`src/rtl/conv_pkg.sv`:
```
// conv_pkg: shared types and configuration for the convolution window fetcher.
//   - state_e        : fetcher FSM states
//   - *_DFLT         : default image/kernel geometry
//   - OUT_W, OUT_H   : window grid size for the default geometry
//   - TAPS, TAP_W    : taps per window and tap-index width
//   - out_dim()      : window count along one axis for a given geometry
// Build option: CONV_ZERO_PAD_EN selects "same" zero padding (origins start
// at -(K/2)); undefined gives "valid" convolution.
package conv_pkg;

  localparam int IMG_W_DFLT  = 32;
  localparam int IMG_H_DFLT  = 24;
  localparam int K_DFLT      = 3;
  localparam int STRIDE_DFLT = 1;

`ifdef CONV_ZERO_PAD_EN
  localparam bit PAD_EN = 1'b1;
`else
  localparam bit PAD_EN = 1'b0;
`endif

  typedef enum logic [2:0] {
    S_IDLE    = 3'd0,
    S_FETCH   = 3'd1,
    S_DRAIN   = 3'd2,
    S_PRESENT = 3'd3,
    S_DONE    = 3'd4
  } state_e;

  // Windows along one axis; pad widens the extent on both sides.
  function automatic int out_dim(input int img, input int k, input int s, input int pad);
    return (img + 2 * pad - k) / s + 1;
  endfunction

  localparam int PAD_DFLT = PAD_EN ? (K_DFLT / 2) : 0;
  localparam int OUT_W    = out_dim(IMG_W_DFLT, K_DFLT, STRIDE_DFLT, PAD_DFLT);
  localparam int OUT_H    = out_dim(IMG_H_DFLT, K_DFLT, STRIDE_DFLT, PAD_DFLT);
  localparam int TAPS     = K_DFLT * K_DFLT;
  localparam int TAP_W    = $clog2(TAPS);

endpackage

```
`src/rtl/conv_rd_delay.sv`:
```
// conv_rd_delay: fixed-latency shift register that tracks in-flight buffer
// reads so each returning data byte can be matched to its window tap.
//   clk, rst : clock, asynchronous active-high reset (clears every stage)
//   push     : entry issued this cycle {valid, tap[, pad]}
//   pop      : entry issued RD_LAT cycles earlier
module conv_rd_delay
  import conv_pkg::*;
#(
  parameter int RD_LAT = 2,
  parameter int EW     = 5
) (
  input  logic          clk,
  input  logic          rst,
  input  logic [EW-1:0] push,
  output logic [EW-1:0] pop
);

  logic [EW-1:0] stage [RD_LAT];

  // Shift every stage by one each cycle; no enable.
  always_ff @(posedge clk or posedge rst) begin
    if (rst) begin
      for (int s = 0; s < RD_LAT; s++) stage[s] <= '0;
    end else begin
      stage[0] <= push;
      for (int s = 1; s < RD_LAT; s++) stage[s] <= stage[s-1];
    end
  end

  assign pop = stage[RD_LAT-1];

endmodule

```
`src/rtl/conv_window_fetch.sv`:
```
// conv_window_fetch: walks a KxK window over the image held in the read bank
// of the input ping-pong buffer, one read per cycle, assembles each window
// and hands it to the PE array over valid/ready, then pulses o_done.
//   i_clk, i_rst  : clock, asynchronous active-high reset (aborts a frame)
//   i_start       : read bank full, begin a frame (ignored while busy)
//   o_busy        : frame in progress
//   o_done        : one-cycle pulse after the last window is accepted
//   o_conv_addr   : buffer read address (held outside FETCH)
//   i_conv_dout   : buffer read data, RD_LAT cycles after the address
//   o_win_data    : window, tap t=i*K+j at [t*DW +: DW], t=0 top-left
//   o_win_vld     : window valid, held with data until i_win_rdy
//   i_win_rdy     : consumer ready
// Build option: CONV_ZERO_PAD_EN enables "same" zero padding.
module conv_window_fetch
  import conv_pkg::*;
#(
  parameter int IMG_W  = IMG_W_DFLT,
  parameter int IMG_H  = IMG_H_DFLT,
  parameter int K      = K_DFLT,
  parameter int STRIDE = STRIDE_DFLT,
  parameter int AW     = 10,
  parameter int DW     = 8,
  parameter int RD_LAT = 2
) (
  input  logic              i_clk,
  input  logic              i_rst,
  input  logic              i_start,
  output logic              o_busy,
  output logic              o_done,
  output logic [AW-1:0]     o_conv_addr,
  input  logic [DW-1:0]     i_conv_dout,
  output logic [K*K*DW-1:0] o_win_data,
  output logic              o_win_vld,
  input  logic              i_win_rdy
);

  localparam int PAD      = PAD_EN ? (K / 2) : 0;
  localparam int NTAPS    = K * K;
  localparam int TW       = (NTAPS > 1) ? $clog2(NTAPS) : 1;
  localparam int KW       = $clog2(K + 1);
  localparam int WIN_COLS = out_dim(IMG_W, K, STRIDE, PAD);
  localparam int WIN_ROWS = out_dim(IMG_H, K, STRIDE, PAD);
  localparam int OW       = $clog2(((IMG_W > IMG_H) ? IMG_W : IMG_H) + K) + 1;
  localparam int AWP      = AW + 1;

  localparam logic signed [OW-1:0] ORG_FIRST = OW'(-PAD);
  localparam logic signed [OW-1:0] COL_LAST  = OW'((WIN_COLS - 1) * STRIDE - PAD);
  localparam logic signed [OW-1:0] ROW_LAST  = OW'((WIN_ROWS - 1) * STRIDE - PAD);
  localparam logic [TW-1:0]        TAP_LAST  = TW'(NTAPS - 1);
  localparam logic [KW-1:0]        K_LAST    = KW'(K - 1);

`ifdef CONV_ZERO_PAD_EN
  localparam int EW = 1 + TW + 1;
`else
  localparam int EW = 1 + TW;
`endif

  state_e state, state_nxt;

  logic signed [OW-1:0] r0, c0, row, col;
  logic [TW-1:0]        tap_cnt, iss_tap, pop_tap;
  logic [KW-1:0]        tap_i, tap_j;
  logic [AW-1:0]        addr_nxt;
  logic                 iss_vld, pop_vld, last_win;
  logic [DW-1:0]        cap_byte;
  logic [EW-1:0]        push_entry, pop_entry;
`ifdef CONV_ZERO_PAD_EN
  logic                 tap_pad, iss_pad, pop_pad;
  assign push_entry = {iss_vld, iss_tap, iss_pad};
  assign {pop_vld, pop_tap, pop_pad} = pop_entry;
`else
  assign push_entry = {iss_vld, iss_tap};
  assign {pop_vld, pop_tap} = pop_entry;
`endif

  conv_rd_delay #(.RD_LAT(RD_LAT), .EW(EW)) u_rd_delay (
    .clk  (i_clk),
    .rst  (i_rst),
    .push (push_entry),
    .pop  (pop_entry)
  );

  // Tap coordinates, read address and capture value for the current tap.
  always_comb begin
    row = r0 + $signed(OW'(tap_i));
    col = c0 + $signed(OW'(tap_j));
    // Unsigned at AW+1 bits, then truncated to the buffer address width.
    addr_nxt = AW'(AWP'($unsigned(row)) * AWP'(IMG_W) + AWP'($unsigned(col)));
    cap_byte = i_conv_dout;
`ifdef CONV_ZERO_PAD_EN
    // Negative coordinates wrap to large unsigned values, so one compare per axis.
    tap_pad = ($unsigned(row) >= OW'(IMG_H)) || ($unsigned(col) >= OW'(IMG_W));
    if (tap_pad) begin
      addr_nxt = '0;
    end else begin
      addr_nxt = addr_nxt;
    end
    if (pop_pad) begin
      cap_byte = '0;
    end else begin
      cap_byte = i_conv_dout;
    end
`endif
    last_win = (c0 == COL_LAST) && (r0 == ROW_LAST);
  end

  // FSM state register.
  always_ff @(posedge i_clk or posedge i_rst) begin
    if (i_rst) state <= S_IDLE;
    else       state <= state_nxt;
  end

  // FSM next-state decode.
  always_comb begin
    state_nxt = state;
    case (state)
      S_IDLE: begin
        if (i_start) state_nxt = S_FETCH;
        else         state_nxt = S_IDLE;
      end
      S_FETCH: begin
        if (tap_cnt == TAP_LAST) state_nxt = S_DRAIN;
        else                     state_nxt = S_FETCH;
      end
      S_DRAIN: begin
        if (pop_vld && (pop_tap == TAP_LAST)) state_nxt = S_PRESENT;
        else                                  state_nxt = S_DRAIN;
      end
      S_PRESENT: begin
        if (o_win_vld && i_win_rdy) begin
          if (last_win) state_nxt = S_DONE;
          else          state_nxt = S_FETCH;
        end else begin
          state_nxt = S_PRESENT;
        end
      end
      S_DONE:  state_nxt = S_IDLE;
      default: state_nxt = S_IDLE;
    endcase
  end

  // Datapath: origin/tap counters, address issue, tap capture, status outputs.
  always_ff @(posedge i_clk or posedge i_rst) begin
    if (i_rst) begin
      o_busy      <= 1'b0;
      o_done      <= 1'b0;
      o_conv_addr <= '0;
      o_win_data  <= '0;
      o_win_vld   <= 1'b0;
      r0          <= '0;
      c0          <= '0;
      tap_cnt     <= '0;
      tap_i       <= '0;
      tap_j       <= '0;
      iss_vld     <= 1'b0;
      iss_tap     <= '0;
`ifdef CONV_ZERO_PAD_EN
      iss_pad     <= 1'b0;
`endif
    end else begin
      o_done  <= (state_nxt == S_DONE);
      o_busy  <= (state_nxt == S_FETCH) || (state_nxt == S_DRAIN) ||
                 (state_nxt == S_PRESENT);
      iss_vld <= 1'b0;
      case (state)
        S_IDLE: begin
          if (i_start) begin
            r0 <= ORG_FIRST;
            c0 <= ORG_FIRST;
          end
        end
        S_FETCH: begin
          o_conv_addr <= addr_nxt;
          iss_vld     <= 1'b1;
          iss_tap     <= tap_cnt;
`ifdef CONV_ZERO_PAD_EN
          iss_pad     <= tap_pad;
`endif
          if (tap_cnt == TAP_LAST) begin
            tap_cnt <= '0;
            tap_i   <= '0;
            tap_j   <= '0;
          end else begin
            tap_cnt <= tap_cnt + TW'(1);
            if (tap_j == K_LAST) begin
              tap_j <= '0;
              tap_i <= tap_i + KW'(1);
            end else begin
              tap_j <= tap_j + KW'(1);
            end
          end
        end
        S_PRESENT: begin
          if (o_win_vld && i_win_rdy) begin
            o_win_vld <= 1'b0;
            if (c0 == COL_LAST) begin
              c0 <= ORG_FIRST;
              if (r0 != ROW_LAST) r0 <= r0 + OW'(STRIDE);
            end else begin
              c0 <= c0 + OW'(STRIDE);
            end
          end
        end
        default: ;
      endcase
      // Returning reads land in their tap slot as they emerge from the delay line.
      if (pop_vld) o_win_data[int'(pop_tap)*DW +: DW] <= cap_byte;
      if ((state == S_DRAIN) && pop_vld && (pop_tap == TAP_LAST)) o_win_vld <= 1'b1;
    end
  end

endmodule
```
`config.mk`:
```
export PLATFORM = sky130hd
export DESIGN_NAME = conv_window_fetch
export DESIGN_NICKNAME = d
export VERILOG_FILES = /design/src/rtl/conv_pkg.sv /design/src/rtl/conv_rd_delay.sv /design/src/rtl/conv_window_fetch.sv
export SDC_FILE = /design/constraint.sdc
export NUM_CORES = 1
export LEC_CHECK = 0
export BUFFER_PORTS_ARGS = -buffer_cell sky130_fd_sc_hd__buf_2
export CORE_MARGIN = 2
export CORE_UTILIZATION = 35
export DETAILED_ROUTE_END_ITERATION = 10
export PLACE_DENSITY_LB_ADDON = 0.15
export RECOVER_POWER = 100
export SLEW_MARGIN = 30
export SYNTH_ARGS = -nofsm -noshare
export SYNTH_HDL_FRONTEND = slang
export SYNTH_HIERARCHICAL = 1
export SYNTH_SLANG_ARGS = --single-unit
```
`constraint.sdc`:
```
create_clock -name i_clk -period 5.8 [get_ports i_clk]
set_clock_uncertainty 0.2 [all_clocks]
set_input_delay 0.29 -clock i_clk [delete_from_list [all_inputs] [get_ports i_clk]]
set_output_delay 0.29 -clock i_clk [all_outputs]
set_load 0.05 [all_outputs]
```
==> results of run 1 <==
==> worst paths after layout <==
kind	to	slack [ns]	startpoint
min	o_win_data[49]	0.01	i_conv_dout[1]
max in group asynchronous	o_win_data[18]	2.15	i_rst
min reg2reg	u_rd_delay/pop[4]	0.14	u_rd_delay/stage[9]
max	o_win_data[19]	2.01	u_rd_delay/pop[0]
min in group asynchronous	u_rd_delay/stage[5]	0.20	i_rst
max reg2reg	o_win_data[19]	2.01	u_rd_delay/pop[0]
==> area by class of cell <==
| class | instances | area, um^2 |
|---|---|---|
| multi-input combinational | 333 | 2400 |
| fill | 1661 | 9550 |
| clock inverter | 13 | 92.6 |
| clock buffer | 19 | 453 |
| tap | 220 | 275 |
| inverter | 24 | 91.3 |
| timing repair buffer | 101 | 418 |
| sequential | 125 | 3130 |
==> metal layers <==
layer  wire length [um]  track usage [%]  vias to the layer above
met5                  0                0                        -
met4                315             6.93                        0
met3                554             3.83                       28
met2               6470             26.1                      108
met1               6220             21.5                     2021
li1                   -                -                     1952
==> flip-flops by register name, summed over array words and instances, names as in the netlist <==
| signal | flops |
|---|---|
| u_rd_delay/pop | 5 |
| tap_cnt | 4 |
| iss_vld | 1 |
| state | 3 |
| o_done | 1 |
| iss_tap | 4 |
| o_busy | 1 |
| o_win_data | 72 |
| u_rd_delay/stage | 5 |
| tap_j | 2 |
| o_win_vld | 1 |
| o_conv_addr | 10 |
| c0 | 7 |
| tap_i | 2 |
| r0 | 7 |
==> layout by cell type, fill, tap and decap left out, drive strengths merged, types with 11 or more instances in the layout <==
master,n
o21ai,28
and3,12
mux2,55
inv,24
nor2,15
clkbuf,106
mux2i,11
ha,16
dfrtp,125
nand2,75
==> power by group through the flow <==
stage,combinational [mW],clock [mW],sequential (mW)
finish,1.70,0.963,1.39
global route,1.84,1.02,1.43
CTS,1.80,0.985,1.39
detailed placement,1.79,0,1.40
global placement,1.77,0,1.39
floorplan,0.724,0,2.04
==> critical path, delay by kind of cell, from the launching register on <==
kind            cells  cell delay [ns]
compound gates      1             1.48
simple gates        2             0.64
flops               1             0.54
mux                 1             0.43
fa+ha+maj           1             0.27
buf+inv             1             0.12
==> cells by family after synthesis <==
kind of cell / after synthesis / synth area share, %
AOI/OAI and AO/OA: 71 / 8.99
xor gates and xnor gates: 13 / 2.20
adders and majority gates: 19 / 4.49
buffers and inverters: 49 / 3.69
DFF: 125 / 53.9
muxes: 66 / 12.6
and+or+nand+nor: 164 / 14.1
==> through the flow <==
| stage | setup slack, ns | area (um^2) |
|---|---|---|
| detailed placement | 2.76 | 6450 |
| CTS | 2.74 | 7040 |
| global placement | 2.88 | 6440 |
| finish | 2.01 | 6860 |
| global route | 1.42 | 6860 |
| floorplan | 2.27 | 5800 |
==> impl_metrics.csv, run 1 <==
group,metric,value,unit
run_status,status,"finished, violations left",
run_status,violations,"capacitance limit, slew limit",
drt,routed_wl,13600,um
drt,dr.pass1.iters,4,
pwr,combPwrFrac,42.0,%
sta,hold_violations,0,
floorplan,core,16400,um^2
job,drv_cap,2,
min_path,min_path_cells,3,
clock_network,cts_tree,"yes",
floorplan,rows,47,
finish,num_antenna_cells,0,
drt,postRouteAntennaNets,0,
synthesis,ys_ff_latch,125,
sta,period_share,65.3,%
pwr,power_frac_seq,34.2,%
clock_network,root_buffer,"clkbuf_16",
synthesis,post-synth-top-area-cell,"dfrtp_1",
finish,area_growth,18.2,%
sta,tightest_slew,3.17,ns
global_routing,grt_pass1_vias,4186,
synthesis,synth.top_cell.area_share,53.9,%
sta,slew_violations,85,
clock_network,clk_path_buf_depth,2,
pwr,ir_drop,218,uV
placement,dp_cells,799,
pwr,switching_share,47.2,%
drt,first_iter_violations,137,
global_routing,grt_max_degree,72,
pwr,power.total,4.06,mW
sta,fin_crit,3.79,ns
clock_network,clk-insertion-delay-late,0.41,ns
placement,dpl.hpwl,9600,um
synthesis,synth-main-ff-cell,"dfrtp_1",
finish,final_cells,835,
synthesis,ys_seq_area_share,53.9,%
floorplan,die-area,17600,um^2
setup_path,required,5.90,ns
clock_network,cts.repair.resized,0,
floorplan,ios,97,
synthesis,synthCells,507,
sta,setup_viol,0,
pwr,leakage,3.12,nW
global_routing,grt_use_total,16.4,%
clock_network,cts_setup_buffers,0,
global_routing,grt_overflow,0,
pwr,cellInternalPower,2.14,mW
setup_path,arrival,3.88,ns
drt,via_per_inst,4.92,
synthesis,yosysUniqueCellTypes,59,
min_path,hold_path_class,"input port to register",
drt,vias,4109,
floorplan,die_x,133,um
setup_path,reg2reg_depth,6,
setup_path,cpMaxStageDelayCell,"o311ai_0",
clock_network,cts_buffers,17,
finish,drive_above_1_share,16.9,%
pwr,power.switching,1.91,mW
setup_path,cp_slowest_stage_delay,1.48,ns
placement,place_congestion,0.820,
synthesis,async_flop_share,100,%
sta,slew_headroom,-112,%
synthesis,synth_commonest_cells,"dfrtp_1, nand2_1, mux2_2",
setup_path,critPathCaptureType,"register",
setup_path,path_class,"register to register",
synthesis,synth_fp_nets,538,
clock_network,clock-sinks,125,
finish,final_core_util,41.8,%
setup_path,path_max_fanout,16,
synthesis,syn-cell-area,5800,um^2
finish,nNetsFinal,633,
global_routing,grt_pass1_wl,22400,um
sta,fmax,0.264,GHz
drt,wire_per_inst,16.2,um
floorplan,die_h,133,um
clock_network,clkTransAtPathRegs,0.06,ns
sta,tns,0,ns
placement,io_buffers,96,
synthesis,synthTopCellsByArea,"dfrtp_1, mux2_2, nand2_1",
synthesis,yosys_warnings,6,
floorplan,initial_utilization,35.4,%
global_routing,antenna_found_initial,0,
setup_path,crit_chain,"inv_1 > ha_1 > nor2b_1 > o311ai_0 > nor2_1 > mux2_2",
drt,drcViolationCount,0,
sta,rsz0062_at_grt,"no",
sta,holdWs,0.0131,ns
setup_path,worstSetupStartpointType,"register",
clock_network,postCtsHoldBufs,4,
synthesis,avgSynthCellArea,11.4,um^2
synthesis,synth.most_common_cell,"dfrtp_1",
pwr,power.density,591,nW/um^2
clock_network,htree_levels,4,
synthesis,synth_edf_count,0,
pwr,clkPwrFrac,23.7,%
(Power assumes the default switching activity.)
==> run 2: changes to the inputs <==
==> constraint.sdc (replaced) <==
create_clock -name i_clk -period 3.7 [get_ports i_clk]
set_clock_uncertainty 0.2 [all_clocks]
set_input_delay 0.185 -clock i_clk [delete_from_list [all_inputs] [get_ports i_clk]]
set_output_delay 0.185 -clock i_clk [all_outputs]
set_load 0.05 [all_outputs]
==> impl_metrics.csv, run 2 (synthesized netlist as in run 1, its figures left out) <==
group,metric,value,unit
global_routing,grt_use_total,16.4,%
setup_path,r2r_slack,0.65,ns
min_path,hold_path_class,"input port to async pin",
setup_path,worstSetupStartpointType,"register",
finish,drive_above_1_share,16.5,%
sta,hold_violations,0,
drt,vias,4135,
setup_path,r2r-end,"o_win_data[23]",
clock_network,clk_path_buf_depth,2,
placement,place_area,6480,um^2
setup_path,required,3.80,ns
sta,fmax,0.328,GHz
global_routing,grt_pass1_wl,22400,um
floorplan,die_h,133,um
global_routing,grt_max_degree,72,
run_status,status,"finished, violations left",
drt,postRouteAntennaNets,0,
floorplan,die-area,17600,um^2
finish,layout_common_cells,"dfrtp_1, clkbuf_1, nand2_1",
finish,reg.largest.list,"o_win_data x72, o_conv_addr x10",
setup_path,arrival,3.15,ns
setup_path,critPathCaptureType,"register",
pwr,power.density,939,nW/um^2
finish,design_area,6990,um^2
floorplan,initial_utilization,35.4,%
clock_network,root_buffer,"clkbuf_16",
pwr,ir_drop,405,uV
clock_network,cts_setup_buffers,0,
placement,dpl.hpwl,9510,um
drt,via_per_inst,4.90,
sta,fin_crit,3.05,ns
setup_path,path_class,"register to register",
clock_network,clkTransAtPathRegs,0.06,ns
finish,nNetsFinal,642,
clock_network,clock-sinks,125,
finish,mostFrequentLayoutCell,"dfrtp_1",
job,drv_cap,1,
drt,dr.pass1.iters,4,
setup_path,reg2reg_depth,6,
drt,first_iter_violations,186,
clock_network,cts.repair.resized,0,
floorplan,ios,97,
global_routing,grt_pass1_vias,4210,
global_routing,grt_overflow,0,
sta,slew_violations,72,
finish,largest_reg_flops,72,
global_routing,antenna_found_initial,0,
drt,routed_wl,13700,um
sta,tightest_slew,1.54,ns
clock_network,clk-insertion-delay-late,0.42,ns
sta,tns,0,ns
clock_network,cts_tree,"yes",
setup_path,path_max_fanout,16,
clock_network,cts_buffers,17,
finish,num_antenna_cells,0,
sta,holdWs,0.125,ns
sta,period_share,82.4,%
placement,place_congestion,0.840,
placement,io_buffers,96,
floorplan,die_x,133,um
drt,wire_per_inst,16.2,um
clock_network,htree_levels,4,
sta,rsz0062_at_grt,"no",
finish,area_growth,20.6,%
sta,slew_headroom,-2.97,%
floorplan,rows,47,
drt,drcViolationCount,0,
floorplan,core,16400,um^2
finish,top_register,"o_win_data",
run_status,violations,"capacitance limit, slew limit",
sta,setup_viol,0,
setup_path,timing.rr.start,"u_rd_delay/pop[0]",
pwr,leakage,3.20,nW
==> run 2: worst max-delay path by stage <==
stage,from,end,slack (ns),cells after the start
2_1_floorplan,i_rst,c0[0],0.27,1
3_3_place_gp,c0[0],o_conv_addr[9],0.77,10
3_5_place_dp,tap_j[0],o_conv_addr[9],0.66,10
4_1_cts,c0[0],o_conv_addr[9],0.65,10
5_1_grt,u_rd_delay/pop[0],o_win_data[19],0.36,6
6_report,u_rd_delay/pop[0],o_win_data[23],0.65,6
==> run 2: what timing repair did <==
item / CTS / global route
hold buffers: 10 / 0
endpoints found under the hold margin: 115 / 0
endpoints found under the setup margin: 0 / 0
==> run 2: worst max-delay path, stage by stage (launching register included) <==
cell and delay, ns:
dfrtp_1 0.62, inv_1 0.09, ha_1 0.56, o311ai_0 0.21, clkbuf_1 0.27, nor2_1 0.59, mux2_2 0.40
==> run 2: routing by layer <==
metal  up-vias  wire length, um  share of wire, %  global-route usage (%)
met2       110             6600                48                    26.7
met3        20              627               4.6                    4.52
li1       1975                -                 -                       -
met1      2030             6210                45                    21.0
met5         -                0                 0                       0
met4         0              232               1.7                    5.68
==> run 2: area by class of cell <==
| class | instances | area [um^2] |
|---|---|---|
| fillers | 1623 | 9410 |
| well taps | 220 | 275 |
| flip-flops and latches | 125 | 3130 |
| repair buffers | 110 | 493 |
| clock inverters | 10 | 138 |
| clock buffers | 22 | 474 |
| inverters | 24 | 93.8 |
| multi-input cells | 333 | 2390 |
==> run 2: metrics by stage <==
| stage | std cells | total power, mW | worst slack, ns | utilization [%] |
|---|---|---|---|---|
| after floorplan | 507 | 4.33 | 0.271 | - |
| after global placement | 802 | 4.97 | 0.766 | 39.5 |
| after detailed placement | 802 | 5.02 | 0.665 | 39.5 |
| after CTS | 844 | 6.77 | 0.652 | 43.8 |
| after global routing | 844 | 6.96 | 0.363 | 42.6 |
| final | 844 | 6.57 | 0.650 | 42.6 |
==> run 2: power breakdown <==
group	switching, mW	internal [mW]	total (mW)
combinational	2.02	0.661	2.69
sequential	0.344	1.83	2.17
clock	0.599	1.11	1.71
total	2.97	3.60	6.57
==> run 3: changes to the inputs <==
==> constraint.sdc (replaced) <==
create_clock -name i_clk -period 2.9 [get_ports i_clk]
set_clock_uncertainty 0.2 [all_clocks]
set_input_delay 0.145 -clock i_clk [delete_from_list [all_inputs] [get_ports i_clk]]
set_output_delay 0.145 -clock i_clk [all_outputs]
set_load 0.05 [all_outputs]
==> impl_metrics.csv, run 3 (synthesized netlist as in run 1, its figures left out) <==
group,metric,value,unit
run_status,status,"finished, final reports clean",
placement,pre_cts_ws,0.0157,ns
clock_network,clkTransAtPathRegs,0.06,ns
finish,layout_common_cells,"dfrtp_1, clkbuf_1, nand2_1",
drt,dr.pass1.iters,4,
drt,first_iter_violations,160,
drt,via_per_inst,4.92,
clock_network,cts_buffers,17,
clock_network,clk_path_buf_depth,2,
finish,top_register,"o_win_data",
sta,tightest_slew,1.42,ns
pwr,power_frac_seq,32.8,%
drt,wire_per_inst,16.5,um
pwr,combPwrFrac,43.7,%
setup_path,path_class,"register to register",
finish,seqCellArea,3130,um^2
pwr,clkPwrFrac,23.5,%
pwr,ir_drop,659,uV
drt,vias,4217,
setup_path,critPathCaptureType,"register",
floorplan,rows,47,
clock_network,htree_levels,4,
sta,period_share,96.6,%
job,drv_cap,0,
global_routing,grt_pass1_wl,22700,um
sta,fmax,0.357,GHz
pwr,leakage,3.22,nW
placement,dpl.hpwl,9870,um
global_routing,grt_use_total,16.6,%
placement,io_buffers,96,
global_routing,antenna_found_initial,0,
finish,largest_reg_flops,72,
finish,nNetsFinal,655,
sta,slew_headroom,5.06,%
sta,hold_violations,0,
setup_path,arrival,2.94,ns
floorplan,ios,97,
finish,multiInputGateArea,2500,um^2
drt,routed_wl,14100,um
setup_path,worstSetupStartpointType,"register",
finish,reg.largest.list,"o_win_data x72, o_conv_addr x10",
finish,drive_above_1_share,21.8,%
clock_network,clock-sinks,125,
finish,design_area,7150,um^2
min_path,hold_path_class,"input port to async pin",
floorplan,die_x,133,um
floorplan,initial_utilization,35.4,%
clock_network,clk-insertion-delay-late,0.42,ns
global_routing,grt_pass1_vias,4285,
setup_path,path_max_fanout,5,
sta,slew_violations,0,
finish,fill_cells,1625,
setup_path,required,3.04,ns
finish,area_growth,23.2,%
sta,holdWs,0.0557,ns
global_routing,grt_max_degree,44,
drt,postRouteAntennaNets,0,
sta,rsz0062_at_grt,"yes",
floorplan,core,16400,um^2
clock_network,root_buffer,"clkbuf_16",
sta,setup_viol,0,
pwr,cellInternalPower,4.47,mW
finish,num_antenna_cells,0,
pwr,power.switching,3.93,mW
placement,place_area,6570,um^2
drt,drcViolationCount,0,
placement,place_congestion,0.821,
floorplan,die_h,133,um
sta,worst_slack,0.0979,ns
global_routing,grt_overflow,0,
finish,mostFrequentLayoutCell,"dfrtp_1",
pwr,switching_share,46.8,%
floorplan,die-area,17600,um^2
sta,fin_crit,2.80,ns
pwr,power.density,1170,nW/um^2
clock_network,cts_tree,"yes",
[run 3: cell count changes in the layout (fill, tap and decap cells not counted), moves of 3 or more]
cell / previous run / this run
ha_1: 16 / 13
clkbuf_1: 90 / 87
o2111ai_1: 3 / 0
clkinvlp_4: 3 / 6
bufinv_16: 3 / 0
buf_4: 1 / 14
[run 3: stage by stage]
stage | TNS (ns) | std cells | util, % | total power [mW]
2_1_floorplan | 0 | 507 | - | 5.52
6_report | 0 | 857 | 43.6 | 8.39
3_3_place_gp | 0 | 813 | 40.1 | 6.44
5_1_grt | -0.934 | 857 | 43.6 | 8.89
4_1_cts | 0 | 856 | 44.1 | 8.53
3_5_place_dp | 0 | 813 | 40.1 | 6.51
[run 3: power by group through the flow]
stage               Clock (mW)  Sequential, mW  Combinational, mW
floorplan                    0            4.07               1.45
global placement             0            2.75               3.70
global route              2.09            2.84               3.95
detailed placement           0            2.76               3.75
CTS                       2.02            2.74               3.77
finish                    1.97            2.75               3.67
[run 3: final timing paths]
check,from,to,slack [ns],depth (start not counted)
max,c0[1],o_conv_addr[9],0.1,11
min,i_rst,u_rd_delay/stage[5],0.06,3
max reg2reg,c0[1],o_conv_addr[9],0.1,11
min reg2reg,u_rd_delay/stage[7],u_rd_delay/pop[2],0.15,0
max in group asynchronous,i_rst,o_win_data[4],0.41,4
min in group i_clk,u_rd_delay/stage[7],u_rd_delay/pop[2],0.15,0
[run 3: final cells by class]
type / instances / share of cell area (%)
clock buffer: 20 / 6.53
clock inverter: 12 / 1.26
inverter: 24 / 1.28
multi-input combinational: 333 / 35.0
sequential: 125 / 43.8
tap: 220 / 3.85
timing repair buffer: 123 / 8.28
[run 3: layer usage]
metal	wire, um	up-vias	GRT usage [%]
li1	-	2010	-
met1	6570	2092	21.1
met2	6810	96	27.3
met3	513	19	4.33
met4	255	0	5.91
met5	0	-	0
[run 3: timing repair]
action,in CTS,in global routing
hold buffers,10,0
endpoints found under the hold margin,82,0
resized for setup,0,12
buffers inserted,1,1
setup endpoints to repair,1,1
pin swaps,0,7
[run 3: critical path, stage by stage (launching register included)]
cell and delay (ns):
dfrtp_2 0.44, ha_4 0.29, a21oi_4 0.05, nor2b_2 0.14
nand3_1 0.10, xnor2_1 0.19, ha_2 0.21, inv_2 0.04
fa_2 0.39, nand4b_1 0.22, a311o_1 0.38, o211ai_1 0.08
